===== config.mk =====
export PLATFORM = sky130hd
export DESIGN_NAME = uart_rx
export DESIGN_NICKNAME = d
export VERILOG_FILES = /design/src/rtl/uart_rx_pkg.sv /design/src/rtl/uart_rx_sync.sv /design/src/rtl/uart_rx.sv
export SDC_FILE = /design/constraint.sdc
export NUM_CORES = 1
export LEC_CHECK = 0
export ABC_AREA = 1
export BUFFER_PORTS_ARGS = -buffer_cell sky130_fd_sc_hd__buf_2
export CORE_MARGIN = 3
export CORE_UTILIZATION = 45
export CTS_CLUSTER_SIZE = 14
export DETAILED_ROUTE_END_ITERATION = 8
export GPL_TIMING_DRIVEN = 0
export SLEW_MARGIN = 5
export SYNTH_ARGS = -nofsm -noshare
export SYNTH_HDL_FRONTEND = slang
export SYNTH_SLANG_ARGS = --single-unit
export TNS_END_PERCENT = 10

===== constraint.sdc =====
create_clock -name clk_i -period 1.7 [get_ports clk_i]
set_input_delay 0.255 -clock clk_i [delete_from_list [all_inputs] [get_ports clk_i]]
set_output_delay 0.255 -clock clk_i [all_outputs]
set_load 0.01 [all_outputs]

===== src/rtl/uart_rx_pkg.sv =====
// uart_rx_pkg: shared types and constants for the UART receive path.
//   uart_rx_state_e : receiver FSM state encoding (IDLE = 0)
//   MAJ_PRE/MAJ_POST: majority-vote sample offsets around the mid-bit phase
//   maj3            : 2-of-3 majority helper
package uart_rx_pkg;

  typedef enum logic [2:0] {
    IDLE       = 3'd0,
    START_BIT  = 3'd1,
    DATA       = 3'd2,
    PARITY_BIT = 3'd3,
    STOP_BIT   = 3'd4,
    EXTRA_STOP = 3'd5
  } uart_rx_state_e;

  // First vote sample is taken MAJ_PRE phases before mid-bit; the vote is
  // resolved MAJ_POST phases after mid-bit using the live synchronised line.
  localparam int unsigned MAJ_PRE  = 1;
  localparam int unsigned MAJ_POST = 1;

  function automatic logic maj3(input logic a, input logic b, input logic c);
    return (a & b) | (a & c) | (b & c);
  endfunction

endpackage


===== src/rtl/uart_rx_sync.sv =====
// uart_rx_sync: two-flop synchroniser for the asynchronous rx line plus one
// extra flop holding the previous synchronised value for edge detection.
//   clk_i   : oversample clock
//   arst_ni : asynchronous active-low reset (all flops reset to line idle, 1)
//   rx_i    : raw serial line
//   rx_s    : synchronised line
//   rx_q    : rx_s delayed by one cycle
module uart_rx_sync (
  input  logic clk_i,
  input  logic arst_ni,
  input  logic rx_i,
  output logic rx_s,
  output logic rx_q
);

  logic meta;

  always_ff @(posedge clk_i or negedge arst_ni) begin
    if (!arst_ni) begin
      meta <= 1'b1;
      rx_s <= 1'b1;
      rx_q <= 1'b1;
    end else begin
      meta <= rx_i;
      rx_s <= meta;
      rx_q <= rx_s;
    end
  end

endmodule


===== src/rtl/uart_rx.sv =====
// uart_rx: UART receiver for 8N1/8E1/8N2/8E2 frames with 3-sample mid-bit
// majority voting, presenting bytes over a valid/ready holding register.
//   clk_i, arst_ni         : oversample clock, async active-low reset
//   rx_i                   : serial line, idle high
//   parity_en_i            : expect even parity after the 8 data bits
//   extra_stop_i           : expect two stop bits
//   data_o, data_valid_o   : held byte and its valid flag
//   data_ready_i           : consumer accepts the held byte
//   parity_err_o           : parity mismatch for the held byte
//   frame_err_o            : a stop bit was sampled low for the held byte
//   overrun_o              : 1-cycle pulse, frame dropped (holding reg full)
//   busy_o                 : receiver is inside a frame
module uart_rx
  import uart_rx_pkg::*;
#(
  parameter int unsigned OVERSAMPLE = 16,
  parameter int unsigned CNT_W      = $clog2(OVERSAMPLE)
) (
  input  logic       clk_i,
  input  logic       arst_ni,
  input  logic       rx_i,
  input  logic       parity_en_i,
  input  logic       extra_stop_i,
  output logic [7:0] data_o,
  output logic       data_valid_o,
  input  logic       data_ready_i,
  output logic       parity_err_o,
  output logic       frame_err_o,
  output logic       overrun_o,
  output logic       busy_o
);

  localparam int unsigned MID = OVERSAMPLE / 2;
  localparam logic [CNT_W-1:0] PH_A    = CNT_W'(MID - MAJ_PRE);
  localparam logic [CNT_W-1:0] PH_B    = CNT_W'(MID);
  localparam logic [CNT_W-1:0] PH_VOTE = CNT_W'(MID + MAJ_POST);
  localparam logic [CNT_W-1:0] PH_LAST = CNT_W'(OVERSAMPLE - 1);

  logic rx_s, rx_q;

  uart_rx_sync u_sync (
    .clk_i  (clk_i),
    .arst_ni(arst_ni),
    .rx_i   (rx_i),
    .rx_s   (rx_s),
    .rx_q   (rx_q)
  );

  uart_rx_state_e state, state_n;
  logic [CNT_W-1:0] cnt;
  logic [2:0] idx, idx_n;
  logic [7:0] shreg;
  logic s_a, s_b;
  logic par_en_q, two_stop_q;
  logic perr_q, ferr_q;

  logic vote, at_vote, at_last;
  logic latch_cfg, shift_en, perr_set, ferr_set, complete;

  assign vote    = maj3(s_a, s_b, rx_s);
  assign at_vote = (cnt == PH_VOTE);
  assign at_last = (cnt == PH_LAST);
  assign busy_o  = (state != IDLE);

  always_comb begin
    state_n   = state;
    idx_n     = idx;
    latch_cfg = 1'b0;
    shift_en  = 1'b0;
    perr_set  = 1'b0;
    ferr_set  = 1'b0;
    complete  = 1'b0;
    unique case (state)
      IDLE: begin
        // Requires a seen 1 before the 0, so a stuck-low line cannot retrigger.
        if (rx_q && !rx_s) begin
          state_n   = START_BIT;
          latch_cfg = 1'b1;
        end
      end
      START_BIT: begin
        if (at_vote && vote) begin
          state_n = IDLE;
        end else if (at_last) begin
          state_n = DATA;
          idx_n   = 3'd0;
        end
      end
      DATA: begin
        shift_en = at_vote;
        if (at_last) begin
          if (idx == 3'd7) state_n = par_en_q ? PARITY_BIT : STOP_BIT;
          else             idx_n   = idx + 3'd1;
        end
      end
      PARITY_BIT: begin
        perr_set = at_vote;
        if (at_last) state_n = STOP_BIT;
      end
      STOP_BIT: begin
        // Single-stop frames finish at mid-bit so the next start edge is
        // never missed when the transmitter runs slightly fast.
        if (at_vote) begin
          ferr_set = 1'b1;
          if (!two_stop_q) begin
            complete = 1'b1;
            state_n  = IDLE;
          end
        end else if (at_last && two_stop_q) begin
          state_n = EXTRA_STOP;
        end
      end
      EXTRA_STOP: begin
        if (at_vote) begin
          ferr_set = 1'b1;
          complete = 1'b1;
          state_n  = IDLE;
        end
      end
      default: state_n = IDLE;
    endcase
  end

  always_ff @(posedge clk_i or negedge arst_ni) begin
    if (!arst_ni) begin
      state      <= IDLE;
      cnt        <= '0;
      idx        <= 3'd0;
      shreg      <= 8'h00;
      s_a        <= 1'b1;
      s_b        <= 1'b1;
      par_en_q   <= 1'b0;
      two_stop_q <= 1'b0;
      perr_q     <= 1'b0;
      ferr_q     <= 1'b0;
    end else begin
      state <= state_n;
      idx   <= idx_n;
      // Explicit wrap at PH_LAST keeps non-power-of-two OVERSAMPLE correct.
      if (state_n != state || at_last) cnt <= '0;
      else if (state != IDLE)          cnt <= cnt + 1'b1;
      if (cnt == PH_A) s_a <= rx_s;
      if (cnt == PH_B) s_b <= rx_s;
      if (latch_cfg) begin
        par_en_q   <= parity_en_i;
        two_stop_q <= extra_stop_i;
        perr_q     <= 1'b0;
        ferr_q     <= 1'b0;
      end
      if (shift_en) shreg[idx] <= vote;
      if (perr_set) perr_q <= vote ^ (^shreg);
      if (ferr_set) ferr_q <= ferr_q | ~vote;
    end
  end

  // Output holding register. The error flag of the final stop bit is folded
  // in combinationally because completion happens in the same cycle.
  always_ff @(posedge clk_i or negedge arst_ni) begin
    if (!arst_ni) begin
      data_o       <= 8'h00;
      data_valid_o <= 1'b0;
      parity_err_o <= 1'b0;
      frame_err_o  <= 1'b0;
      overrun_o    <= 1'b0;
    end else begin
      overrun_o <= 1'b0;
      if (complete && (!data_valid_o || data_ready_i)) begin
        data_o       <= shreg;
        parity_err_o <= perr_q;
        frame_err_o  <= ferr_q | ~vote;
        data_valid_o <= 1'b1;
      end else begin
        if (complete) overrun_o <= 1'b1;
        if (data_valid_o && data_ready_i) data_valid_o <= 1'b0;
      end
    end
  end

endmodule


# Word-level counts from Yosys, hierarchy flattened
# Cells that the tools add are included.
# totals
inputBits,6
reg_bits,39
output_inout_bits,13
# classes
mux,38
n_addsub,2
n_bitwise,8
order_cmp,2
reduce_logical,20
n_eq_ne,15
# ops
operator,n
$mux W3,15
$pmux W3 S6,1
$mux W1,16
$eq A4 B4 Y1 const B,3
$reduce_bool A2 Y1,5
$eq A3 B3 Y1 const B,3
$bwmux W8,1
$mux W4,2
$ne A2 B2 Y1 const B,4
$reduce_xor A8 Y1,1
$eq A3 B2 Y1 const B,2
$logic_and A1 B1 Y1,6
$pmux W3 S2,1
$reduce_and A5 Y1,1
$add A4 B1 Y4 const B,1
$eq A4 B3 Y1 const B,1
$lt A3 B4 Y1 const B,1
$add A3 B1 Y3 const B,1
$and A1 B1 Y1,3
$demux W1 S3,1
$eq A3 B1 Y1 const B,1
$ge A3 B1 Y1 const B,1
$logic_not A3 Y1,1
$ne A3 B3 Y1,1
other kinds (8),12

# Logic depth before layout (Yosys ltp)
# logic_depth
word_depth,9
depth_mapped,12
depth_no_buf,12

# Modules after synthesis
# From an unflattened synthesis, not the netlist that was laid out.
# unflattened
hier_cells,235
hier_area_um2,2006.9
# by_module_without_submodules
module,instances,cells_per_inst,area_per_inst_um2,seq_area_each_um2
uart_rx,1,232,1928.1,903.4
uart_rx_sync,1,3,78.8,78.8

# Worst setup path after synthesis
# Ideal clock, no wire load.
# synth_path
path_type,reg2reg
start,register idx[0]
end,register cnt[1]
t_required_ns,1.579
path_slack_ns,0.213
n_path_buf,0
period_less_slack_ns,1.487
stages_incl_launch_ff,11
arrival_ns,1.365
cell_sequence,dfrtp_1 ha_1 ha_1 nand2_1 nand2_1 nand3_1 nand2_1 nor2_2 nand3_1 nand3_2 nor2_1
# synth_via
elab_chain_cells,7
elab_cells_between_ends,8
# synth_rtl
item,line,rtl
"start, declared",uart_rx.sv:51,"logic [2:0] idx, idx_n;"
"start signal, assigned",uart_rx.sv:138,idx <= idx_n;
$eq A3 B3 Y1 (*),uart_rx.sv:92,if (idx == 3'd7) state_n = par_en_q ? PARITY_BIT : STOP_BIT;
$mux W3 (*),uart_rx.sv:92,
$mux W3 (*),uart_rx.sv:91,if (at_last) begin
$pmux W3 S6 (*),uart_rx.sv:73,unique case (state)
$ne A3 B3 Y1 (*),uart_rx.sv:140,if (state_n != state || at_last) cnt <= '0;
$logic_or A1 B1 Y1 (*),uart_rx.sv:140,
$mux W4 or $reduce_bool A2 Y1 (tied branches),--,
"end signal, assigned",uart_rx.sv:141,else if (state != IDLE) cnt <= cnt + 1'b1;
"end, declared",uart_rx.sv:50,logic [CNT_W-1:0] cnt;
# Mark *: on every way between the ends. The rest lies on a longest branch, timed or not.
# A chain may end at the register's enable or synchronous reset.

# Worst setup path after layout
# layout_path
start,register idx[0]
end,register cnt[0]
# layout_via
elab_chain_cells,7
elab_cells_between_ends,8
# layout_rtl
item,line,rtl
$eq A3 B3 Y1 (*),uart_rx.sv:92,
$mux W3 (*),uart_rx.sv:92,
$mux W3 (*),uart_rx.sv:91,
$pmux W3 S6 (*),uart_rx.sv:73,
named net state_n[0],uart_rx.sv:49,"uart_rx_state_e state, state_n;"
$ne A3 B3 Y1 (*),uart_rx.sv:140,
$logic_or A1 B1 Y1 (*),uart_rx.sv:140,
$mux W4 or $reduce_bool A2 Y1 (tied branches),--,
# The timed path passes the listed nets; every way through them passes the cells marked *.

==> run summary <==
The DRC violation count after routing is 0, and the clock tree buffer depth is 2. The post-synthesis share of cell area spent on and, or, nand and nor gates was 28.0%; the average wire per standard cell was 11.8 um. Measured on the finished design, the core utilization comes to 56.4%. The max-slew violation total from the final report came out at 0. Counting instances in the post-synthesis netlist gives the leading cell types as nand2_1, dfrtp_1, inv_1. On the final layout, the worst clock skew is 0.00763 ns. The detail route stage leaves a number of antenna-violating nets equal to 0. After synthesis, the share of flip-flops with an asynchronous set or reset is 100%.

Weighted congestion at the end of routability-driven global placement: 0.855. Detailed routing inserted a total of 1567 vias. Measured along the x axis, the die boundary spans 72.5 um.

Fill cells in the final layout number 381. The data arrival time at the worst-slack endpoint was 1.82 ns; the clock-pin slew reported for the worst setup and hold paths after clock tree synthesis was 0.07 ns. The largest net degree at the start of global routing is 40.

Final global-route overflow total: 0. In the final design database the tool counted 273 nets. The aggregate global-route resource usage was 15.2%. The tools report the number of buffers inserted by hold repair at cts as 0. 19 I/O pins were placed. Dividing the detail-routed via count by the number of cells gives 5.01. The floorplan core area was 4140 sq um; the adder and majority cell fraction of the synthesized area was 3.14%.

The number of buffers added by the clock tree synthesis step was 5. TritonCTS built the clock tree. The final sum of negative setup slack is 0 ns, and the starting density of the core is 48.0%. The worst hold slack was 0.0618 ns; the fraction of synthesized area in multiplexers was 0%. The floorplan die area came out at 5250 sq um. For this design the static power due to leakage is 1.22 nW. The kind of critical path was register to register. The main combinational cell family by area after synthesis is simple AND/OR/NAND/NOR gates. After Yosys synthesis, XOR and XNOR cells account for 3.52% of the synthesized area. Share of synthesized area occupied by flip-flops and latches: 49.4%. Most frequently used cell type in the post-synthesis netlist: nand2_1.

Commonest register cell after synthesis: dfrtp_1. In this run the number of H-tree levels came out at 2. For the worst setup path, the data required time is 1.92 ns. The number of standard-cell rows in the floorplan was 23. The highest attainable clock frequency came out at 0.625 GHz.

The cell sitting at the root of the clock tree is a clkbuf_8. The run gives 0 as the initial antenna violation count. The initial detailed-routing violation count is 80, and the synthesized area per cell is 8.47 sq um. The number of flops mapped to enable cells by yosys works out to 0. After legalization and detailed placement, the total HPWL measured 2680 um. The number of antenna cells inserted came out at 0. The proportion of layout cells with a drive suffix above 1 is 27.0%, and the number of maximum-capacitance violations is 0. Synthesis produced a netlist whose cell count is 235.

During synthesis, Yosys emitted a total of 0 warnings. In this run the cell area of the synthesized design comes to 1990 sq um. The transition time at the pin with the least slew margin came out at 0.848 ns.

The power density over the cells is 865 nW/um^2. The share of the synthesized area in compound gates (AO/OA/AOI/OAI) is 9.56%, and the final setup violation count is 0. The count of endpoints failing hold in the final timing report came out at 0.

The post-route total power was 2.02 mW. Number of detailed-route iterations in the first pass: 4. Library cell with the largest summed area after synthesis: dfrtp_1.

In this run the vertical extent of the chip is 72.5 um. The logs give 303 for the total instance count after detailed placement and 6220 um for the first-pass GRT wire length. The run gives 3680 um as the total length of routed wires.

Setup repair after global routing could not meet its margin everywhere. Relative to the synthesized area, the layout overhead comes to 17.5%. The clock latency on the worst-skew pair is 0.29 ns. The finished layout holds 313 standard cells, fillers aside. The run gives 0.476 mV as the largest vdd supply drop. The tightest slew margin relative to the limit was 43.5%. The minimum clock period is 1.60 ns.

Along the worst path, the maximum fanout reaches 4. Counting flops and latches in the post-synthesis netlist gives 39. The period utilization works out to 94.1%.

In the post-synthesis netlist, the biggest area contributors are dfrtp_1, nand2_1, dfstp_2. The synthesized design devotes to its leading area cell type 42.8% of total area. Yosys mapped the design onto 28 distinct sky130hd cell types. When the netlist entered floorplanning its net count stood at 246. In this run the worst hold path is classified as primary input to register.

The tools report the critical path capture point type as a register. Clock tree synthesis found a total of 39 sinks. STA classifies the critical path startpoint as a register. The number of global-route vias before repair is 1377. The run finished with clean final reports.

In this run the tool buffered the top-level ports with 18 buffer cells.
worst max-delay path: stages (launching register included):
cell     delay, ns
dfrtp_1       0.42
ha_2          0.22
ha_4          0.14
inv_2         0.04
nand2_1       0.05
nand2_1       0.05
nand3_1       0.07
nand2_1       0.06
nor2_2        0.14
nand2_2       0.08
nand2_2       0.07
nand3_4       0.09
nor2_2        0.11
state kept, by name, summed over array words and instances, names as in the netlist:
| register | flops |
|---|---|
| s_b | 1 |
| cnt | 4 |
| data_valid_o | 1 |
| par_en_q | 1 |
| perr_q | 1 |
| u_sync.rx_s | 1 |
| s_a | 1 |
| state | 3 |
| frame_err_o | 1 |
| two_stop_q | 1 |
| idx | 3 |
| shreg | 8 |
| u_sync.meta | 1 |
| u_sync.rx_q | 1 |
| data_o | 8 |
| overrun_o | 1 |
| ferr_q | 1 |
| parity_err_o | 1 |
where the power goes:
part,internal (mW),switching (mW),leakage [nW]
Combinational,0.0841,0.155,0.642
Sequential,0.982,0.0422,0.520
Clock,0.437,0.323,0.0581
Total,1.50,0.520,1.22
path summary, 6_finish.rpt:
kind / cells past startpoint / start / slack (ns) / to
setup reg to reg: 12 / idx[0] / 0.10 / cnt[0]
setup / recovery: 12 / idx[0] / 0.10 / cnt[0]
hold reg to reg: 0 / u_sync.meta / 0.36 / u_sync.rx_s
min in group asynchronous: 1 / arst_ni / 0.07 / overrun_o
hold / removal: 1 / rx_i / 0.06 / u_sync.meta
max in group asynchronous: 1 / arst_ni / 1.05 / cnt[0]
timing repair:
| action | in CTS | in global routing |
|---|---|---|
| endpoints found under the setup margin | 0 | 19 |
| gates resized for setup | 0 | 20 |
| buffers inserted | 0 | 2 |
cell families after synthesis:
| group | after synthesis |
|---|---|
| AOI/OAI and AO/OA | 32 |
| xor gates and xnor gates | 8 |
| adders and majority gates | 5 |
| buffers and inverters | 31 |
| DFF | 39 |
| and+or+nand+nor | 120 |
final cells by class:
| type | count | area [sq um] | share of cell area, % |
|---|---|---|---|
| Clock buffer | 5 | 68.8 | 2.94 |
| Inverter | 28 | 105 | 4.50 |
| Sequential cell | 39 | 983 | 42.1 |
| Tap cell | 50 | 62.6 | 2.68 |
| Buffer | 3 | 22.5 | 0.964 |
| Clock inverter | 3 | 43.8 | 1.87 |
| Timing Repair Buffer | 20 | 105 | 4.50 |
| Multi-Input combinational cell | 165 | 946 | 40.5 |
layout by cell type, fill, tap and decap left out, types with 2 or more instances in the layout:
cell type  synthesis  layout
nor3_4             2       3
dfstp_2            5       5
ha_2               0       3
a31oi_1            9       9
o21ai_0            9       8
a21oi_1            9       9
xnor2_1            3       3
nand4_1            2       2
nand2_1           73      71
clkbuf_8           0       5
nand2_2            4       6
o21ai_1            1       2
nand3_1           12      11
xor2_1             5       5
nand3_4            1       3
dfrtp_1           34      33
inv_2              4       7
nor2_2             5       5
inv_1             24      21
nor2_4             0       2
buf_4              3       5
nor2_1            16      14
buf_2              0      18
metal layers:
layer	up-vias	track usage, %	share of wire [%]
met5	-	0	0
met2	33	22.5	43
met1	720	22.3	51
met4	0	3.69	1.2
li1	809	-	-
met3	5	3.88	4.6
metrics by stage:
step | instance area (sq um) | setup WS (ns)
2_1_floorplan | 1990 | 0.213
3_3_place_gp | 2140 | 0.0617
3_5_place_dp | 2140 | 0.0538
4_1_cts | 2250 | 0.0181
5_1_grt | 2340 | -0.0468
6_report | 2340 | 0.100
(Power assumes the default switching activity.)
